--- src/rtl/vote_pkg.sv ---
// Shared types, mode encodings and helpers for the vote tally engine.
package vote_pkg;

  localparam int unsigned ONEHOT_MAX_W = 32;

  typedef enum logic [1:0] {
    VOTE   = 2'd0,
    SCAN   = 2'd1,
    RESULT = 2'd2
  } state_t;

  localparam logic MODE_VOTE   = 1'b0;
  localparam logic MODE_RESULT = 1'b1;

  // True when exactly one bit of vec is set.
  function automatic logic onehot_ok(input logic [ONEHOT_MAX_W-1:0] vec);
    return (vec != '0) && ((vec & (vec - ONEHOT_MAX_W'(1))) == '0);
  endfunction

endpackage

--- src/rtl/vote_tally_engine_if.sv ---
// Vote input / tally output bundle between the front end and the tally engine.
interface vote_tally_engine_if #(
  parameter int unsigned NUM_CAND = 4,
  parameter int unsigned CNT_W    = 8
);
  localparam int unsigned IDX_W = $clog2(NUM_CAND);

  logic                      mode;
  logic [NUM_CAND-1:0]       vote_valid;
  logic [NUM_CAND*CNT_W-1:0] vote_count;
  logic [CNT_W+IDX_W-1:0]    total_votes;
  logic [NUM_CAND-1:0]       cand_sat;
  logic                      vote_reject;
  logic [IDX_W-1:0]          winner_idx;
  logic                      winner_valid;
  logic                      tie;

  modport master (
    output mode, vote_valid,
    input  vote_count, total_votes, cand_sat, vote_reject, winner_idx, winner_valid, tie
  );

  modport slave (
    input  mode, vote_valid,
    output vote_count, total_votes, cand_sat, vote_reject, winner_idx, winner_valid, tie
  );
endinterface

--- src/rtl/vote_cand_counter.sv ---
// Saturating per-candidate vote counter; sat flags the all-ones count.
module vote_cand_counter #(
  parameter int unsigned CNT_W = 8
) (
  input  logic             clk,
  input  logic             rst,
  input  logic             inc_en,
  output logic [CNT_W-1:0] count,
  output logic             sat
);

  assign sat = (count == {CNT_W{1'b1}});

  always_ff @(posedge clk) begin
    if (rst) begin
      count <= '0;
    end else if (inc_en && !sat) begin
      count <= count + CNT_W'(1);
    end
  end

endmodule

--- src/rtl/vote_tally_engine.sv ---
// Vote tally engine: one-hot vote counting in VOTE mode, sequential winner scan in result mode.
module vote_tally_engine
  import vote_pkg::*;
#(
  parameter int unsigned NUM_CAND = 4,
  parameter int unsigned CNT_W    = 8
) (
  input logic                 clk,
  input logic                 rst,
  vote_tally_engine_if.slave  bus
);

  localparam int unsigned IDX_W = $clog2(NUM_CAND);
  localparam int unsigned TOT_W = CNT_W + IDX_W;
  localparam logic [IDX_W-1:0] LAST_IDX = IDX_W'(NUM_CAND - 1);

  state_t              state_q, state_d;
  logic [CNT_W-1:0]    cnt [NUM_CAND];
  logic [NUM_CAND-1:0] sat;
  logic [NUM_CAND-1:0] inc_en;
  logic [IDX_W-1:0]    scan_idx;
  logic [CNT_W-1:0]    best;
  logic [TOT_W-1:0]    total;
  logic [IDX_W-1:0]    winner_idx;
  logic                winner_valid;
  logic                tie;
  logic                vote_reject;
  logic                any_vote;
  logic                counting;
  logic                accept;

  // A vote counts only when idle-voting, single-hot and not hitting a saturated candidate.
  assign any_vote = |bus.vote_valid;
  assign counting = (state_q == VOTE) && (bus.mode == MODE_VOTE);
  assign accept   = counting && onehot_ok(ONEHOT_MAX_W'(bus.vote_valid))
                    && ((bus.vote_valid & sat) == '0);
  assign inc_en   = accept ? bus.vote_valid : '0;

  for (genvar i = 0; i < NUM_CAND; i++) begin : g_cand
    vote_cand_counter #(.CNT_W(CNT_W)) u_cnt (
      .clk    (clk),
      .rst    (rst),
      .inc_en (inc_en[i]),
      .count  (cnt[i]),
      .sat    (sat[i])
    );
    assign bus.vote_count[i*CNT_W +: CNT_W] = cnt[i];
  end

  assign bus.cand_sat     = sat;
  assign bus.total_votes  = total;
  assign bus.vote_reject  = vote_reject;
  assign bus.winner_idx   = winner_idx;
  assign bus.winner_valid = winner_valid;
  assign bus.tie          = tie;

  always_ff @(posedge clk) begin
    if (rst) state_q <= VOTE;
    else     state_q <= state_d;
  end

  always_comb begin
    state_d = state_q;
    case (state_q)
      VOTE:    if (bus.mode == MODE_RESULT) state_d = SCAN;
      SCAN: begin
        if (bus.mode == MODE_VOTE)   state_d = VOTE;
        else if (scan_idx == LAST_IDX) state_d = RESULT;
      end
      RESULT:  if (bus.mode == MODE_VOTE) state_d = VOTE;
      default: state_d = VOTE;
    endcase
  end

  // Total, reject pulse and the scan comparator; an aborted scan never publishes.
  always_ff @(posedge clk) begin
    if (rst) begin
      total        <= '0;
      vote_reject  <= 1'b0;
      scan_idx     <= '0;
      best         <= '0;
      winner_idx   <= '0;
      winner_valid <= 1'b0;
      tie          <= 1'b0;
    end else begin
      vote_reject <= any_vote && !accept;
      if (accept) total <= total + TOT_W'(1);

      case (state_q)
        VOTE: begin
          if (state_d == SCAN) begin
            scan_idx   <= '0;
            best       <= '0;
            winner_idx <= '0;
            tie        <= 1'b0;
          end
        end
        SCAN: begin
          if (state_d == VOTE) begin
            tie <= 1'b0;
          end else begin
            if (cnt[scan_idx] > best) begin
              best       <= cnt[scan_idx];
              winner_idx <= scan_idx;
              tie        <= 1'b0;
            end else if ((cnt[scan_idx] == best) && (scan_idx != '0)) begin
              tie <= 1'b1;
            end
            if (state_d == RESULT) winner_valid <= 1'b1;
            else                   scan_idx     <= scan_idx + IDX_W'(1);
          end
        end
        RESULT: begin
          if (state_d == VOTE) begin
            winner_valid <= 1'b0;
            tie          <= 1'b0;
          end
        end
        default: ;
      endcase
    end
  end

endmodule
--- src/flat_wrapper.sv ---
// flat-port wrapper written by rule: the top's interface ports become plain ports
module vote_tally_engine_flat import vote_pkg::*;
#(
  parameter int unsigned NUM_CAND = 4,
  parameter int unsigned CNT_W    = 8
)
  (clk, rst, bus_mode, bus_vote_valid, bus_vote_count, bus_total_votes, bus_cand_sat, bus_vote_reject, bus_winner_idx, bus_winner_valid, bus_tie);
  vote_tally_engine_if #(.NUM_CAND(NUM_CAND), .CNT_W(CNT_W)) bus_i ();
  input logic clk;
  input logic rst;
  input wire logic [$bits(bus_i.mode)-1:0] bus_mode;
  input wire logic [$bits(bus_i.vote_valid)-1:0] bus_vote_valid;
  output wire logic [$bits(bus_i.vote_count)-1:0] bus_vote_count;
  output wire logic [$bits(bus_i.total_votes)-1:0] bus_total_votes;
  output wire logic [$bits(bus_i.cand_sat)-1:0] bus_cand_sat;
  output wire logic [$bits(bus_i.vote_reject)-1:0] bus_vote_reject;
  output wire logic [$bits(bus_i.winner_idx)-1:0] bus_winner_idx;
  output wire logic [$bits(bus_i.winner_valid)-1:0] bus_winner_valid;
  output wire logic [$bits(bus_i.tie)-1:0] bus_tie;
  assign bus_i.mode = bus_mode;
  assign bus_i.vote_valid = bus_vote_valid;
  assign bus_vote_count = bus_i.vote_count;
  assign bus_total_votes = bus_i.total_votes;
  assign bus_cand_sat = bus_i.cand_sat;
  assign bus_vote_reject = bus_i.vote_reject;
  assign bus_winner_idx = bus_i.winner_idx;
  assign bus_winner_valid = bus_i.winner_valid;
  assign bus_tie = bus_i.tie;
  vote_tally_engine #(.NUM_CAND(NUM_CAND), .CNT_W(CNT_W)) u_core (.clk(clk), .rst(rst), .bus(bus_i));
endmodule
--- config.mk ---
export PLATFORM = sky130hd
export DESIGN_NAME = vote_tally_engine_flat
export DESIGN_NICKNAME = d
export VERILOG_FILES = /design/src/rtl/vote_pkg.sv /design/src/rtl/vote_tally_engine_if.sv /design/src/rtl/vote_cand_counter.sv /design/src/rtl/vote_tally_engine.sv /design/src/flat_wrapper.sv
export SDC_FILE = /design/constraint.sdc
export NUM_CORES = 1
export LEC_CHECK = 0
export CAP_MARGIN = 25
export CORE_MARGIN = 2
export CORE_UTILIZATION = 54
export DETAILED_ROUTE_END_ITERATION = 8
export PLACE_DENSITY = 0.84
export SYNTH_ARGS = -nofsm -noshare
export SYNTH_HDL_FRONTEND = slang
export SYNTH_SLANG_ARGS = --single-unit
--- constraint.sdc ---
create_clock -name clk -period 4.2 [get_ports clk]
set_input_delay 1.05 -clock clk [delete_from_list [all_inputs] [get_ports clk]]
set_output_delay 1.05 -clock clk [all_outputs]
set_load 0.005 [all_outputs]
==> qor.csv, run 1 <==
metric,value,unit
status,"complete, no violations",
first-pass GRT wire length,15500,µm
final worst path period share,81.5,%
"Primary FF master, synth",dfxtp_1,
Worst Hold Path EP,u_core.bus.winner_valid,
"commonest non-fill, non-tap cell in the layout",dfxtp_1,
die area,7280,µm²
worst hold path depth,2,
worst vdd ir,359,µV
crit path time final,3420,ps
Worst EP required,4430,ps
critical path's slowest cell,clkdlybuf4s50_1,
Rows,29,
Clock transition at path regs,70,ps
worst-path maximum fanout,46,
R2R depth,7,
CTS tree,yes,
CP startpoint kind,primary input,
RePlAce Congestion,0.866,
register area share after synthesis,33.1,%
largest net degree at the start of global routing,47,
Setup TNS,0,ps
vias after detailed routing,3500,
"Avg Cell Area, Syn",8.43,µm²
Synth cell types,43,
Area Growth Syn to Fin,20.3,%
Clock Tree Root,clkbuf_8,
chip width,85.3,µm
"EDFF count, synth",0,
Storage cell area,1180,µm²
slowest cell delay on critical path,560,ps
Synth Instances,424,
vias in the first global route,3332,
RSZ-0062 raised after global routing,no,
Critical R2R Capture,u_core.best[0],
fin cells,547,
htree depth,3,
area of the multi-input gates,2170,µm²
Max Root-Sink Buffers,2,
Inserted Clock Buffers,9,
Final Setup Violations,0,
Routed Antenna Nets,0,
layout cells sized above 1,8.94,%
PostCTS Resize Cnt,0,
worst slack at placement,466,ps
Leak,1.48,nW
Starting DRT DRC Count,288,
Nets,487,
most frequent cells in the layout,"dfxtp_1 (59), clkdlybuf4s50_1 (56), a21oi_1 (41)",
initial antenna violation count,0,
hold buffer count at CTS,0,
clk_skew,12.4,ps
TritonRoute pass-1 iters,5,
io pins,58,
Hold WC Path Type,reg -> reg,
Placed Cells,531,
FF-to-FF Start,u_core.scan_idx[0],
diode count,0,
Routed WL per cell,17.1,µm
CTS sink cnt,59,
Mapped Nets,446,
CP top delay family,simple AND/OR/NAND/NOR gates,
power per standard cell area,270,nW/µm²
Yosys top cell by area,dfxtp_1,
Achievable Freq,0.292,GHz
worst-margin pin slew,667,ps
final WL,9350,µm
Worst Slack Setup Final,777,ps
Die Y,85.3,µm
Initial Utilization,56.0,%
flop-to-flop setup slack,1280,ps
synthesized area,3570,µm²
top post-synthesis cells by area,"dfxtp_1 (33%), a21oi_1 (5.7%), ha_1 (5.3%), mux4_2 (5.0%), o31ai_1 (4.4%)",
fillers,510,
nature of the critical path endpoint,flip-flop,
Worst slew margin,55.4,%
Post CTS Setup Buffer Count,0,
WP buf/inv,1,
vias per inst,6.40,
Final Power,0.00116,W
Port Buf Inserts,57,
total global routing overflow,0,
Setup Crit Path Kind,in -> reg,
"Clk Latency, worst-skew pair",350,ps
Hold Fails Final Rpt,0,
post-detailed-placement half-perimeter wirelength,6380,µm
"Arr. time, crit path",3660,ps
CP cell instances,"clkdlybuf4s50_1, a22o_1, nor4_4, nand4_4, nor3_1, mux2_2",
YS warnings,0,
Yosys top cell area share,33.1,%
MaxCap Viol Count,0,
Core ar.,6390,µm²
synthesized flop and latch total,59,
hold path startpoint,u_core.bus.winner_valid,
drc violations,0,
Post-synth ARST share,0,%
Final Slew Violations,0,
GRT Util Overall,26.7,%
==> metal layers <==
layer  up-vias  GRT usage (%)  routed length, µm
li1       1663              -                  -
met1      1685           32.5               3960
met2       126           43.5               4610
met3        26           6.52                548
met4         0           14.1                232
met5         -              0                  0
==> state kept, by name, summed over array words and instances, names as in the netlist <==
| register | count |
|---|---|
| u_core.g_cand.u_cnt.count | 32 |
| u_core.bus.total_votes | 10 |
| u_core.best | 8 |
| u_core.bus.winner_idx | 2 |
| u_core.scan_idx | 2 |
| u_core.state_q | 2 |
| u_core.bus.tie | 1 |
| u_core.bus.vote_reject | 1 |
| u_core.bus.winner_valid | 1 |
==> final cells by class <==
class,count,area share (%)
clock inverters,7,1.60
clock buffers,9,2.88
inverters,22,1.92
repair buffers,58,13.3
multi-input cells,315,50.5
flip-flops and latches,59,27.5
well taps,77,2.24
==> report_power, final <==
group           total, W  internal [W]  switching, W
Combinational  0.0000748     0.0000266     0.0000482
Clock           0.000514      0.000271      0.000242
Sequential      0.000570      0.000563    0.00000713
==> synthesized netlist by cell type (2+ instances only) <==
cell type and n:
and2_1 5, mux4_2 8, nor4b_1 2, dfxtp_1 59, or3_1 9, buf_6 2
nor4_1 4, nor2_1 26, nand4_1 15, nand3_1 20, nand2_1 27, nor3_1 5
and4_1 8, buf_2 2, a221oi_1 2, inv_1 22, nor2b_1 13, o21ai_0 20
a21oi_1 41, mux2_2 11, a31oi_1 7, and3_1 4, clkbuf_1 19, buf_4 4
mux2i_1 4, nand2b_1 13, a21o_1 3, or4_1 20, o31ai_1 21, ha_1 15
==> metrics by stage <==
| step | utilization [%] | hold slack, ps | instance area, µm² |
|---|---|---|---|
| 2_1_floorplan | - | 456 | 3570 |
| 3_3_place_gp | 64.3 | 464 | 4110 |
| 3_5_place_dp | 64.3 | 466 | 4110 |
| 4_1_cts | 67.3 | 477 | 4300 |
| 5_1_grt | 67.3 | 509 | 4300 |
| 6_report | 67.3 | 479 | 4300 |
==> logic make-up (layout without fill, tap and decap cells) <==
group                    count (synthesis)  count (layout)  share of synthesized area [%]
AO/OA/AOI/OAI                           98              98                           16.2
flip-flops                              59              59                           33.1
buffers and inverters                   50              96                           6.16
adder cells (fa/ha/maj)                 15              15                           5.25
multiplexers                            23              23                           9.63
XOR/XNOR                                 1               1                          0.455
AND/OR/NAND/NOR                        178             178                           29.2
==> worst max-delay path by stage <==
stage | from | to | slack (ps) | depth (start not counted)
CTS | bus_vote_valid[3] | u_core.g_cand[3].u_cnt.count[0] | 820 | 6
global route | bus_vote_valid[3] | u_core.g_cand[3].u_cnt.count[0] | 630 | 6
detailed placement | bus_vote_valid[3] | u_core.g_cand[3].u_cnt.count[0] | 470 | 6
global placement | bus_vote_valid[3] | u_core.bus.total_votes[7] | 610 | 6
floorplan | u_core.scan_idx[0] | u_core.best[0] | 1290 | 9
finish | bus_vote_valid[3] | u_core.g_cand[3].u_cnt.count[0] | 780 | 6
==> worst min-delay path: cells and delay by family, from the launching register on <==
family             cells  cell delay [ps]
and+or+nand+nor        1               60
AOI/OAI and AO/OA      1               50
DFF                    1              320
No activity file was read; power rests on OpenSTA's default activity.
==> run 2: changes to the inputs <==
- clock period: 4.2 -> 3.2 ns (I/O delays scaled with it)
==> run 2 against run 1 <==
  * Clock-buffer cell count rose by 4
  * Die area stayed put
  * Sequential power increased by 31%
  * Power increased by 45%
  * First-iteration DRC count up 35%
  * Final area is 2.6% higher
  * Register-to-register slack got worse by 980 ps
  * Worst setup slack lost 480 ps
  * Final cell count grew 1.5%
  * Flip-flop and latch count unchanged
  * Global-route usage about the same
==> qor.csv, run 2 (synthesis gave the netlist of run 1 again) <==
metric,value,unit
Critical R2R Capture,u_core.best[0],
M2 GR Usage,43.4,%
vias in the first global route,3190,
worst-margin pin slew,660,ps
R2R depth,7,
Starting DRT DRC Count,388,
Nets,495,
final worst path period share,90.6,%
nature of the critical path endpoint,flip-flop,
largest net degree at the start of global routing,40,
worst-path maximum fanout,11,
final WL,9510,µm
hold buffer count at CTS,0,
Rows,29,
TritonRoute pass-1 iters,6,
status,"complete, no violations",
post-detailed-placement half-perimeter wirelength,6460,µm
RSZ-0062 raised after global routing,no,
vias after detailed routing,3556,
Internal,0.00130,W
max FFs per register,32,
met3 global-route usage,4.28,%
clk_skew,7.23,ps
CTS tree,yes,
met1 Use GR,35.2,%
Core ar.,6390,µm²
Final Power,0.00168,W
Die Y,85.3,µm
Max Root-Sink Buffers,2,
Hold Fails Final Rpt,0,
first-pass GRT wire length,15600,µm
MaxCap Viol Count,0,
Achievable Freq,0.345,GHz
Setup TNS,0,ps
vias per inst,6.41,
Inserted Clock Buffers,9,
flop-to-flop setup slack,300,ps
GRT Util Overall,26.7,%
htree depth,3,
"Arr. time, crit path",3180,ps
Worst Hold Path EP,u_core.bus.winner_idx[1],
Port Buf Inserts,57,
Top reg by flops,u_core.g_cand.u_cnt.count,
Clock transition at path regs,70,ps
CP startpoint kind,flip-flop,
"commonest non-fill, non-tap cell in the layout",dfxtp_1,
die area,7280,µm²
"Clk Latency, worst-skew pair",360,ps
Routed Antenna Nets,0,
Setup Crit Path Kind,reg -> reg,
Switch Pwr,0.000383,W
Final Setup Violations,0,
initial antenna violation count,0,
chip width,85.3,µm
hold path startpoint,u_core.bus.winner_idx[1],
CTS sink cnt,59,
most frequent cells in the layout,"dfxtp_1 (59), clkdlybuf4s50_1 (56), a21oi_1 (41)",
Min Hold Slack,485,ps
FF-to-FF Start,u_core.scan_idx[0],
power share of the clock group,49.5,%
worst vdd ir,254,µV
part of the power in registers,44.4,%
Hold WC Path Type,reg -> reg,
RePlAce Congestion,0.882,
Most Crowded Layer GR,met2,
Net Sw Frac,22.7,%
Routed WL per cell,17.1,µm
Initial Utilization,56.0,%
Post CTS Setup Buffer Count,0,
drc violations,0,
layout cells sized above 1,10.5,%
worst hold path depth,2,
io pins,58,
crit path time final,2900,ps
Comb pwr share,6.0,%
Worst slew margin,55.9,%
Leak,1.54,nW
total global routing overflow,0,
Area Growth Syn to Fin,23.5,%
diode count,0,
Final Slew Violations,0,
PostCTS Resize Cnt,0,
Clock Tree Root,clkbuf_8,
Worst EP required,3480,ps
power per standard cell area,382,nW/µm²
-- run 2: worst max path at each step --
stage / depth (start not counted) / slack [ps] / start / to
2_1_floorplan: 9 / 290 / u_core.scan_idx[0] / u_core.best[0]
3_3_place_gp: 6 / 190 / bus_vote_valid[0] / u_core.g_cand[1].u_cnt.count[6]
3_5_place_dp: 6 / 90 / bus_vote_valid[0] / u_core.g_cand[1].u_cnt.count[4]
4_1_cts: 7 / 320 / u_core.scan_idx[0] / u_core.best[0]
5_1_grt: 7 / 90 / u_core.scan_idx[0] / u_core.bus.winner_idx[0]
6_report: 7 / 300 / u_core.scan_idx[0] / u_core.best[0]
-- run 2: layer usage --
| layer | up-vias | part of all wire [%] | wire [µm] |
|---|---|---|---|
| li1 | 1683 | - | - |
| met1 | 1696 | 42 | 3960 |
| met2 | 156 | 50 | 4720 |
| met3 | 21 | 6.4 | 611 |
| met4 | 0 | 2.2 | 212 |
| met5 | - | 0 | 0 |
-- run 2: critical path: stages, from the launching register on --
cell      delay, ps
dfxtp_1         690
mux4_2          630
ha_1            330
nor2b_1         130
o211ai_1        150
a21o_1          320
a31o_2          350
mux2i_1         220
-- run 2: power by group through the flow --
stage / logic [W] / clock network (W) / registers, W
after floorplan: 0.0000690 / 0 / 0.000762
after global placement: 0.0000976 / 0 / 0.000764
after detailed placement: 0.0000995 / 0 / 0.000765
after CTS: 0.000100 / 0.000838 / 0.000748
after global routing: 0.000111 / 0.000866 / 0.000749
final: 0.000102 / 0.000834 / 0.000748
-- run 2: per-stage QoR --
step / utilization (%) / worst slack (ps) / instance area (µm²) / cells
2_1_floorplan: - / 289 / 3570 / 424
4_1_cts: 69.1 / 323 / 4410 / 555
3_5_place_dp: 65.2 / 88.7 / 4170 / 539
5_1_grt: 69.1 / 93.9 / 4410 / 555
3_3_place_gp: 65.2 / 185 / 4170 / 539
6_report: 69.1 / 300 / 4410 / 555
-- run 2: area by class of cell --
class                           count  area [µm²]
Clock buffer                       13         179
Clock inverter                      3        67.6
Fill cell                         510        1970
Inverter                           22        82.6
Multi-Input combinational cell    315        2170
Sequential cell                    59        1180
Tap cell                           77        96.3
Timing Repair Buffer               66         633
==> run 3: changes to the inputs <==
- CORE_UTILIZATION: 54 -> 49
- GPL_ROUTABILITY_DRIVEN: unset -> 0
- PLACE_DENSITY: 0.84 -> 0.8
- clock period: 3.2 -> 2.4 ns (I/O delays scaled with it)
==> run 3 against run 2 <==
  * The run now ends with setup timing left
  * Final area rose by 16%
  * Hold slack got worse by 7.3 ps
  * Largest cell class unchanged
  * Final cell count rose by 14%
  * Power rose by 24%
  * Combinational power rose by 83%
==> qor.csv, run 3 (synthesis gave the netlist of run 1 again) <==
metric,value,unit
Clock transition at path regs,70,ps
Setup Crit Path Kind,reg -> reg,
CP top delay family,compound AO/OA/AOI/OAI gates,
slowest cell delay on critical path,520,ps
most frequent cells in the layout,"buf_4 (60), clkdlybuf4s50_1 (50), dfxtp_1 (45)",
nature of the critical path endpoint,flip-flop,
hold buffer count at CTS,0,
Initial Utilization,50.1,%
io pins,58,
Rows,31,
Top reg by flops,u_core.g_cand.u_cnt.count,
layout cells sized above 1,28.7,%
Hold WC Path Type,reg -> reg,
Starting DRT DRC Count,265,
Die Y,89.4,µm
Core ar.,7140,µm²
GRT Util Overall,25.7,%
Setup TNS,-74.3,ps
max FFs per register,32,
CTS sink cnt,59,
final WL,10700,µm
Leak,1.85,nW
crit path time final,2430,ps
Critical R2R Capture,u_core.bus.tie,
failing checks,setup timing,
Routed Antenna Nets,0,
flop-to-flop setup slack,-30,ps
Worst Slack Setup Final,-33.1,ps
largest net degree at the start of global routing,41,
fillers,557,
initial antenna violation count,0,
CP cell instances,"buf_4, mux4_2, inv_2, ha_4, nand4_1, o31a_4, a221oi_2",
Port Buf Inserts,57,
R2R depth,7,
"Clk Latency, worst-skew pair",350,ps
diode count,0,
Final Setup Violations,3,
die area,7990,µm²
FF-to-FF Start,u_core.scan_idx[0],
Worst EP required,2660,ps
Min Hold Slack,477,ps
CP endpoint,u_core.bus.tie,
Critical Path Stages,7,
CP startpoint kind,flip-flop,
first-pass GRT wire length,16000,µm
Routed WL per cell,16.8,µm
Clock Tree Root,clkbuf_8,
worst setup path start,u_core.scan_idx[0],
Inserted Clock Buffers,9,
worst slack at placement,-443,ps
chip width,89.4,µm
post-detailed-placement half-perimeter wirelength,7180,µm
Worst slew margin,57.0,%
htree depth,3,
CTS tree,yes,
RSZ-0062 raised after global routing,yes,
vias after detailed routing,3784,
fin cells,633,
total global routing overflow,0,
Placed Cells,609,
drc violations,0,
Nets,551,
"commonest non-fill, non-tap cell in the layout",buf_4,
Final Slew Violations,0,
fin util,71.8,%
status,finished with violations,
worst-path maximum fanout,8,
worst vdd ir,294,µV
Achievable Freq,0.411,GHz
vias per inst,5.98,
worst-margin pin slew,643,ps
TritonRoute pass-1 iters,5,
"Arr. time, crit path",2700,ps
critical path's slowest cell,mux4_2,
WP buf/inv,2,
Area Growth Syn to Fin,43.4,%
final worst path period share,101,%
Hold Fails Final Rpt,0,
vias in the first global route,3420,
clk_skew,9.59,ps
MaxCap Viol Count,0,
Max Root-Sink Buffers,2,
power per standard cell area,407,nW/µm²
[run 3: changes by cell type in the layout (fill, tap and decap cells not counted), moves of 5 or more]
cell / delta
buf_4: +51
clkdlybuf4s50_1: -6
dfxtp_1: -14
dfxtp_4: +10
dlygate4sd2_1: +5
ha_1: -11
ha_4: +9
o21ai_0: -5
o21ai_1: +5
[run 3: final cells by class]
type	count	area, µm²	share of cell area [%]
multi-input cells	316	2440	47.5
flip-flops and latches	59	1220	23.9
repair buffers	121	1070	20.8
clock buffers	9	124	2.42
well taps	99	124	2.42
inverters	22	82.6	1.61
clock inverters	7	68.8	1.34
[run 3: routing by layer]
metal | GRT usage [%] | wire length [µm] | vias to the layer above
li1 | - | - | 1797
met1 | 32.2 | 4470 | 1840
met2 | 43.8 | 5460 | 122
met3 | 4.80 | 489 | 25
met4 | 9.63 | 232 | 0
met5 | 0 | 0 | -
[run 3: worst min path at each step]
| stage | slack (ps) | cells after the start | start | to |
|---|---|---|---|---|
| after global placement | 460 | 2 | u_core.bus.winner_valid | u_core.bus.winner_valid |
| final | 480 | 2 | u_core.bus.winner_valid | u_core.bus.winner_valid |
| after global routing | 510 | 2 | u_core.bus.winner_valid | u_core.bus.winner_valid |
| after detailed placement | 480 | 2 | u_core.bus.winner_valid | u_core.bus.winner_valid |
| after floorplan | 460 | 2 | u_core.best[0] | u_core.best[0] |
| after CTS | 480 | 2 | u_core.bus.winner_valid | u_core.bus.winner_valid |
[run 3: per-stage QoR]
stage	total power, W	area [µm²]
2_1_floorplan	0.00111	3590
3_3_place_gp	0.00118	4570
3_5_place_dp	0.00119	4570
4_1_cts	0.00208	4830
5_1_grt	0.00215	5120
6_report	0.00208	5120
[run 3: what timing repair did]
| action | in CTS | in global routing |
|---|---|---|
| gates cloned | 0 | 1 |
| resized for setup | 31 | 46 |
| pin swaps | 2 | 15 |
| endpoints found under the setup margin | 29 | 17 |
| buffers inserted | 0 | 7 |
[run 3: report_power, final]
group	internal, W	switching, W	leakage [nW]
combinational	0.0000836	0.000103	1.27
sequential	0.000977	0.0000117	0.486
clock	0.000475	0.000434	0.0950
[run 3: worst min-delay path: stages, from the launching register on]
cell and delay, ps:
dfxtp_1 320, nand2_1 60, a21oi_1 60
